===== src/rtl/sdram_arb.sv =====
// rtl/sdram_arb.sv - request scheduler sharing the sdram command port between write, read and refresh
// Optional feature macro: SDRAM_ARB_REF_POSTPONE_EN (owed-refresh counter with postponement).
module sdram_arb #(
    parameter int ADDR_W     = 26,
    parameter int DATA_W     = 64,
    parameter int REF_PERIOD = 390
`ifdef SDRAM_ARB_REF_POSTPONE_EN
    ,
    parameter int REF_MAX_OWED = 8
`endif
) (
    input  logic              clock,
    input  logic              srst_n,
    input  logic              init_done,
    input  logic              wr_req,
    input  logic [ADDR_W-1:0] wr_addr,
    input  logic [DATA_W-1:0] wr_data,
    output logic              wr_ack,
    input  logic              rd_req,
    input  logic [ADDR_W-1:0] rd_addr,
    output logic              rd_ack,
    output logic [DATA_W-1:0] rd_data,
    output logic              rd_valid,
    output logic              cmd_valid,
    output logic [1:0]        cmd_op,
    output logic [ADDR_W-1:0] cmd_addr,
    output logic [DATA_W-1:0] cmd_wdata,
    input  logic              cmd_ready,
    input  logic              cmd_done,
    input  logic [DATA_W-1:0] cmd_rdata,
    output logic              ref_overrun
);
    localparam int CNT_W = $clog2(REF_PERIOD + 1);
    localparam logic [1:0] OP_NONE = 2'b00;
    localparam logic [1:0] OP_WR   = 2'b01;
    localparam logic [1:0] OP_RD   = 2'b10;
    localparam logic [1:0] OP_REF  = 2'b11;

    typedef enum logic [1:0] {IDLE, ISSUE, WAIT_DONE} state_t;

    state_t            state_q, state_d;
    logic [CNT_W-1:0]  ref_cnt_q, ref_cnt_d;
    logic              last_grant_q, last_grant_d;  // 1: the last data grant went to the writer
    logic              is_rd_q, is_rd_d;
    logic              wr_ack_q, wr_ack_d;
    logic              rd_ack_q, rd_ack_d;
    logic              rd_valid_q, rd_valid_d;
    logic [DATA_W-1:0] rd_data_q, rd_data_d;
    logic              cmd_valid_q, cmd_valid_d;
    logic [1:0]        cmd_op_q, cmd_op_d;
    logic [ADDR_W-1:0] cmd_addr_q, cmd_addr_d;
    logic [DATA_W-1:0] cmd_wdata_q, cmd_wdata_d;
    logic              ref_overrun_q, ref_overrun_d;
`ifdef SDRAM_ARB_REF_POSTPONE_EN
    localparam int OWED_W = $clog2(REF_MAX_OWED + 1);
    logic [OWED_W-1:0] ref_owed_q, ref_owed_d;
`else
    logic              ref_pend_q, ref_pend_d;
`endif
    logic tick, ref_want, can_grant, grant_ref, grant_wr, grant_rd;

    always_comb begin
        tick      = init_done && (ref_cnt_q == CNT_W'(REF_PERIOD - 1));
        ref_cnt_d = (!init_done || tick) ? '0 : ref_cnt_q + CNT_W'(1);

`ifdef SDRAM_ARB_REF_POSTPONE_EN
        // Data traffic may defer refresh until the owed count is at its limit.
        ref_want = (ref_owed_q != '0) &&
                   (!(wr_req || rd_req) || (ref_owed_q == OWED_W'(REF_MAX_OWED)));
`else
        ref_want = ref_pend_q;
`endif
        can_grant = (state_q == IDLE) && init_done;
        grant_ref = can_grant && ref_want;
        grant_wr  = can_grant && !ref_want && wr_req && (!rd_req || !last_grant_q);
        grant_rd  = can_grant && !ref_want && rd_req && (!wr_req || last_grant_q);

        ref_overrun_d = ref_overrun_q;
`ifdef SDRAM_ARB_REF_POSTPONE_EN
        ref_owed_d = ref_owed_q;
        if (tick && !grant_ref) begin
            if (ref_owed_q == OWED_W'(REF_MAX_OWED)) begin
                ref_overrun_d = 1'b1;
            end else begin
                ref_owed_d = ref_owed_q + OWED_W'(1);
            end
        end else if (!tick && grant_ref) begin
            ref_owed_d = ref_owed_q - OWED_W'(1);
        end
`else
        ref_pend_d = tick || (ref_pend_q && !grant_ref);
        if (tick && ref_pend_q) begin
            ref_overrun_d = 1'b1;
        end
`endif

        state_d      = state_q;
        last_grant_d = last_grant_q;
        is_rd_d      = is_rd_q;
        wr_ack_d     = 1'b0;
        rd_ack_d     = 1'b0;
        rd_valid_d   = 1'b0;
        rd_data_d    = rd_data_q;
        cmd_valid_d  = cmd_valid_q;
        cmd_op_d     = cmd_op_q;
        cmd_addr_d   = cmd_addr_q;
        cmd_wdata_d  = cmd_wdata_q;

        case (state_q)
            IDLE: begin
                if (grant_ref || grant_wr || grant_rd) begin
                    state_d     = ISSUE;
                    cmd_valid_d = 1'b1;
                    is_rd_d     = grant_rd;
                end
                if (grant_ref) begin
                    cmd_op_d   = OP_REF;
                    cmd_addr_d = '0;
                end else if (grant_wr) begin
                    cmd_op_d     = OP_WR;
                    cmd_addr_d   = wr_addr;
                    cmd_wdata_d  = wr_data;
                    wr_ack_d     = 1'b1;
                    last_grant_d = 1'b1;
                end else if (grant_rd) begin
                    cmd_op_d     = OP_RD;
                    cmd_addr_d   = rd_addr;
                    rd_ack_d     = 1'b1;
                    last_grant_d = 1'b0;
                end
            end
            ISSUE: begin
                if (cmd_ready) begin
                    cmd_valid_d = 1'b0;
                    cmd_op_d    = OP_NONE;
                    state_d     = WAIT_DONE;
                end
            end
            WAIT_DONE: begin
                if (cmd_done) begin
                    if (is_rd_q) begin
                        rd_data_d  = cmd_rdata;
                        rd_valid_d = 1'b1;
                    end
                    state_d = IDLE;
                end
            end
            default: state_d = IDLE;
        endcase
    end

    always_ff @(posedge clock) begin
        if (!srst_n) begin
            state_q       <= IDLE;
            ref_cnt_q     <= '0;
            last_grant_q  <= 1'b0;
            is_rd_q       <= 1'b0;
            wr_ack_q      <= 1'b0;
            rd_ack_q      <= 1'b0;
            rd_valid_q    <= 1'b0;
            rd_data_q     <= '0;
            cmd_valid_q   <= 1'b0;
            cmd_op_q      <= OP_NONE;
            cmd_addr_q    <= '0;
            cmd_wdata_q   <= '0;
            ref_overrun_q <= 1'b0;
`ifdef SDRAM_ARB_REF_POSTPONE_EN
            ref_owed_q    <= '0;
`else
            ref_pend_q    <= 1'b0;
`endif
        end else begin
            state_q       <= state_d;
            ref_cnt_q     <= ref_cnt_d;
            last_grant_q  <= last_grant_d;
            is_rd_q       <= is_rd_d;
            wr_ack_q      <= wr_ack_d;
            rd_ack_q      <= rd_ack_d;
            rd_valid_q    <= rd_valid_d;
            rd_data_q     <= rd_data_d;
            cmd_valid_q   <= cmd_valid_d;
            cmd_op_q      <= cmd_op_d;
            cmd_addr_q    <= cmd_addr_d;
            cmd_wdata_q   <= cmd_wdata_d;
            ref_overrun_q <= ref_overrun_d;
`ifdef SDRAM_ARB_REF_POSTPONE_EN
            ref_owed_q    <= ref_owed_d;
`else
            ref_pend_q    <= ref_pend_d;
`endif
        end
    end

    assign wr_ack      = wr_ack_q;
    assign rd_ack      = rd_ack_q;
    assign rd_valid    = rd_valid_q;
    assign rd_data     = rd_data_q;
    assign cmd_valid   = cmd_valid_q;
    assign cmd_op      = cmd_op_q;
    assign cmd_addr    = cmd_addr_q;
    assign cmd_wdata   = cmd_wdata_q;
    assign ref_overrun = ref_overrun_q;

endmodule


===== config.mk =====
export PLATFORM = sky130hd
export DESIGN_NAME = sdram_arb
export DESIGN_NICKNAME = d
export VERILOG_FILES = /design/src/rtl/sdram_arb.sv
export SDC_FILE = /design/constraint.sdc
export NUM_CORES = 1
export LEC_CHECK = 0
export CORE_ASPECT_RATIO = 1.5
export CORE_MARGIN = 2
export CORE_UTILIZATION = 35
export CTS_CLUSTER_SIZE = 10
export DETAILED_ROUTE_END_ITERATION = 6
export GPL_ROUTABILITY_DRIVEN = 0
export GPL_TIMING_DRIVEN = 0
export PLACE_DENSITY_LB_ADDON = 0.25
export SLEW_MARGIN = 20
export SYNTH_ARGS = -nofsm -noshare
export SYNTH_HDL_FRONTEND = slang
export SYNTH_SLANG_ARGS = --single-unit

===== constraint.sdc =====
create_clock -name clock -period 2.75 [get_ports clock]
set_clock_uncertainty 0.15 [all_clocks]
set_input_delay 0.275 -clock clock [delete_from_list [all_inputs] [get_ports clock]]
set_output_delay 0.275 -clock clock [all_outputs]
set_load 0.1 [all_outputs]

==> results.md, run 1 <==
- Setup bufs post-CTS: 0
- Clock sink total: 175
- Die W: 117 um
- Routed WL: 23600 um
- F_max: 0.415 GHz
- Reg-to-Reg End: cmd_addr[18]
- Cell-internal power: 4.47 mW
- Die ar.: 0.0204 mm2
- Slew @ Worst Pin: 1080 ps
- Buf+Inv Stages, Crit Path: 1
- Min-Delay Endpoint: rd_data[26]
- Core area: 0.0190 mm2
- Flop-to-flop setup slack: 840 ps
- Clock power frac: 37.0%
- Worst-skew pair later-pin latency: 440 ps
- NetSw: 2.28 mW
- CP endpoint kind: output pin
- Number of global-route vias before repair: 7091
- Min-delay src: cmd_rdata[26]
- Seq/Total Area, Yosys: 52.1%
- Top cells by count, synth: 175 x dfxtp_1, 163 x a21oi_1, 136 x nand2_1
- Worst R2R Start: ref_pend_q
- CTS tree: done
- Drt via density: 5.01
- DR WL/cell: 16.5 um
- Worst hold stages: 3
- Overall Global Routing Usage: 23.1%
- Power density cells: 606 mW/mm2
- WP data arrival: 1990 ps
- Final #Nets: 1349
- Placed Area: 0.0105 mm2
- Synth area leaders: dfxtp_1 52%, a21oi_1 12%, nand2_1 7.6%
- Critical path launch point type: register
- Max Buffers Root-to-Sink: 2
- CP peak stage delay: 1210 ps
- CTS clk-pin slew, worst paths: 80 ps
- Area share of the largest cell type after synthesis: 52.1%
- Setup Crit Path Kind: reg2out
- Rel. slew slack: 28.0%
- Hold buffers post-CTS: 0
- Sw Share: 33.8%
- Port Buf Inserts: 347
- Maximum vdd drop: 0.290 mV
- TNS Setup: 0 ps
- Die Height: 174 um
- Type of the worst min-delay path: in2reg
- Register share of total power: 39.7%
- Min cycle time layout: 2410 ps
- Pin count of the biggest net entering global routing: 20
- Worst hold slack: 236 ps
- Post-synth ARST share: 0%
- Post-detail-place hpwl: 18200 um
- Post-CTS sizing: 0
- Combinational Power Share: 23.3%
- Placed cells: 1397
- Reg2Reg Depth: 6
- Syn nets: 983
- Leakage: 3.75 nW
- Syn Std Cell Area: 0.00672 mm2
- Antenna viol nets, final: 0
- Iter 0 DRT Violations: 351
- Unique masters post-synth: 39
- CP max-delay cell: clkdlybuf4s50_1
- Post-synth EDFFs: 0
- Synth Instances: 794
- Initial core utilization: 35.4%
- Layout cells sized above 1: 6.31%
- H-tree depth: 4
- DRT Pass-1 Iters: 4
- Final Cycle Share: 87.6%
- Avg Inst Size Synth: 8.47 um2
- Diodes inserted: 0
- Io pins: 348
- Crit path cell chain: clkdlybuf4s50_1
- Delay-heaviest family, CP: buffers and inverters
- First-pass GRT wire length: 36700 um
- Warnings from Yosys: 0
- Initial antenna violation count: 0
- Max-slew violations: 0
- Fin area: 0.0111 mm2
- Yosys top cell by area: dfxtp_1
- Power Total: 6.75 mW
- CTS buffer count: 17
- Via count: 7153
- Outcome: finished clean
- Seq cells post-synth: 175
- RSZ-0062 raised after global routing: no
- Setup-failing EPs final: 0
- Synth Flop Type: dfxtp_1
- Row cnt: 62
- Max Cap Viol: 0
- CP max FO: 2
- Most common cell in the synthesized netlist: dfxtp_1
- CP required: 2330 ps
- Area added between synthesis and finish: 65.7%
- Final hold violation count: 0
- Root Driver: clkbuf_16
- DRC: 0
- Finished Layout Cells: 1429
- Total grt overflow: 0
power by group through the flow:
stage / clock, mW / combinational [mW] / sequential, mW
3_5_place_dp: 0 / 1.58 / 2.74
3_3_place_gp: 0 / 1.57 / 2.74
2_1_floorplan: 0 / 0.346 / 3.39
6_report: 2.50 / 1.57 / 2.68
5_1_grt: 2.66 / 1.65 / 2.69
4_1_cts: 2.55 / 1.58 / 2.68
worst max path at each step:
stage | to | cells after the start | slack, ps | from
floorplan | cmd_wdata[24] | 6 | 1060 | state_q[1]
global placement | cmd_addr[21] | 5 | 330 | rd_req
detailed placement | rd_valid | 5 | 330 | srst_n
CTS | cmd_addr[21] | 1 | 310 | cmd_addr[21]
global route | cmd_op[0] | 1 | 300 | cmd_op[0]
finish | cmd_op[0] | 1 | 340 | cmd_op[0]
cells by family after synthesis:
logic type	synth area share, %
compound gates	25.2
buf+inv	6.20
flops	52.1
simple gates	15.7
fa+ha+maj	0.372
xor+xnor	0.391
metal layers:
| metal | wire length (um) | GRT usage (%) | vias up |
|---|---|---|---|
| li1 | - | - | 3552 |
| met1 | 8500 | 23.7 | 3286 |
| met2 | 12200 | 41.2 | 270 |
| met3 | 2130 | 8.36 | 45 |
| met4 | 788 | 9.46 | 0 |
| met5 | 0 | 0 | - |
tightest hold or removal path: cells and delay by family:
family / cells / cell delay (ps)
AO/OA/AOI/OAI: 1 / 50
buffers and inverters: 1 / 390
AND/OR/NAND/NOR: 1 / 50
cell usage in the layout, fill, tap and decap left out, drive strengths merged, types with 2 or more instances in the layout:
cell           netlist  routed
clkdlybuf4s50        0     347
dfxtp              175     175
a21oi              163     163
nand2              136     136
o21ai               70      70
nand3               67      67
clkbuf              32      49
buf                 47      47
a211oi              28      28
o32ai               26      26
inv                  4      10
nor2                 9       9
clkinv               1       8
or3                  6       6
o211ai               4       4
nand4b               2       2
or4b                 2       2
xnor2                2       2
nand2b               2       2
nand4                2       2
ha                   2       2
registers in the layout, indices dropped and copies added (netlist names), 2 cells and up:
name	cells
cmd_wdata	64
ref_cnt_q	9
rd_data	64
cmd_addr	26
cmd_op	2
state_q	2
layout make-up:
| cell class | instances | area [um2] |
|---|---|---|
| plain buffers | 79 | 398 |
| inverters | 5 | 18.8 |
| multi-input cells | 535 | 2800 |
| clock buffers | 17 | 425 |
| clock inverters | 15 | 199 |
| well taps | 256 | 320 |
| repair buffers | 347 | 3470 |
| flip-flops and latches | 175 | 3500 |
| fillers | 1716 | 7870 |
per-stage QoR:
step / utilization [%] / setup slack, ps
final: 58.6 / 340
after global routing: 58.6 / 299
after CTS: 58.6 / 312
after detailed placement: 55.3 / 326
after global placement: 55.3 / 334
after floorplan: - / 1060
(Power assumes the default switching activity.)
==> inputs of run 2 (changes only) <==
--- a/config.mk
+++ b/config.mk
@@ -13,6 +13,7 @@
 export GPL_ROUTABILITY_DRIVEN = 0
 export GPL_TIMING_DRIVEN = 0
 export PLACE_DENSITY_LB_ADDON = 0.25
+export SKIP_CTS_REPAIR_TIMING = 1
 export SLEW_MARGIN = 20
 export SYNTH_ARGS = -nofsm -noshare
 export SYNTH_HDL_FRONTEND = slang
==> results of run 2 <==
No change in the layout: final DEF, timing and power equal those of run 1.
==> inputs of run 3 (changes only) <==
--- a/config.mk
+++ b/config.mk
@@ -18,3 +18,4 @@
 export SYNTH_ARGS = -nofsm -noshare
 export SYNTH_HDL_FRONTEND = slang
 export SYNTH_SLANG_ARGS = --single-unit
+export TNS_END_PERCENT = 10
==> results of run 3 <==
No change in the layout: final DEF, timing and power equal those of run 1.
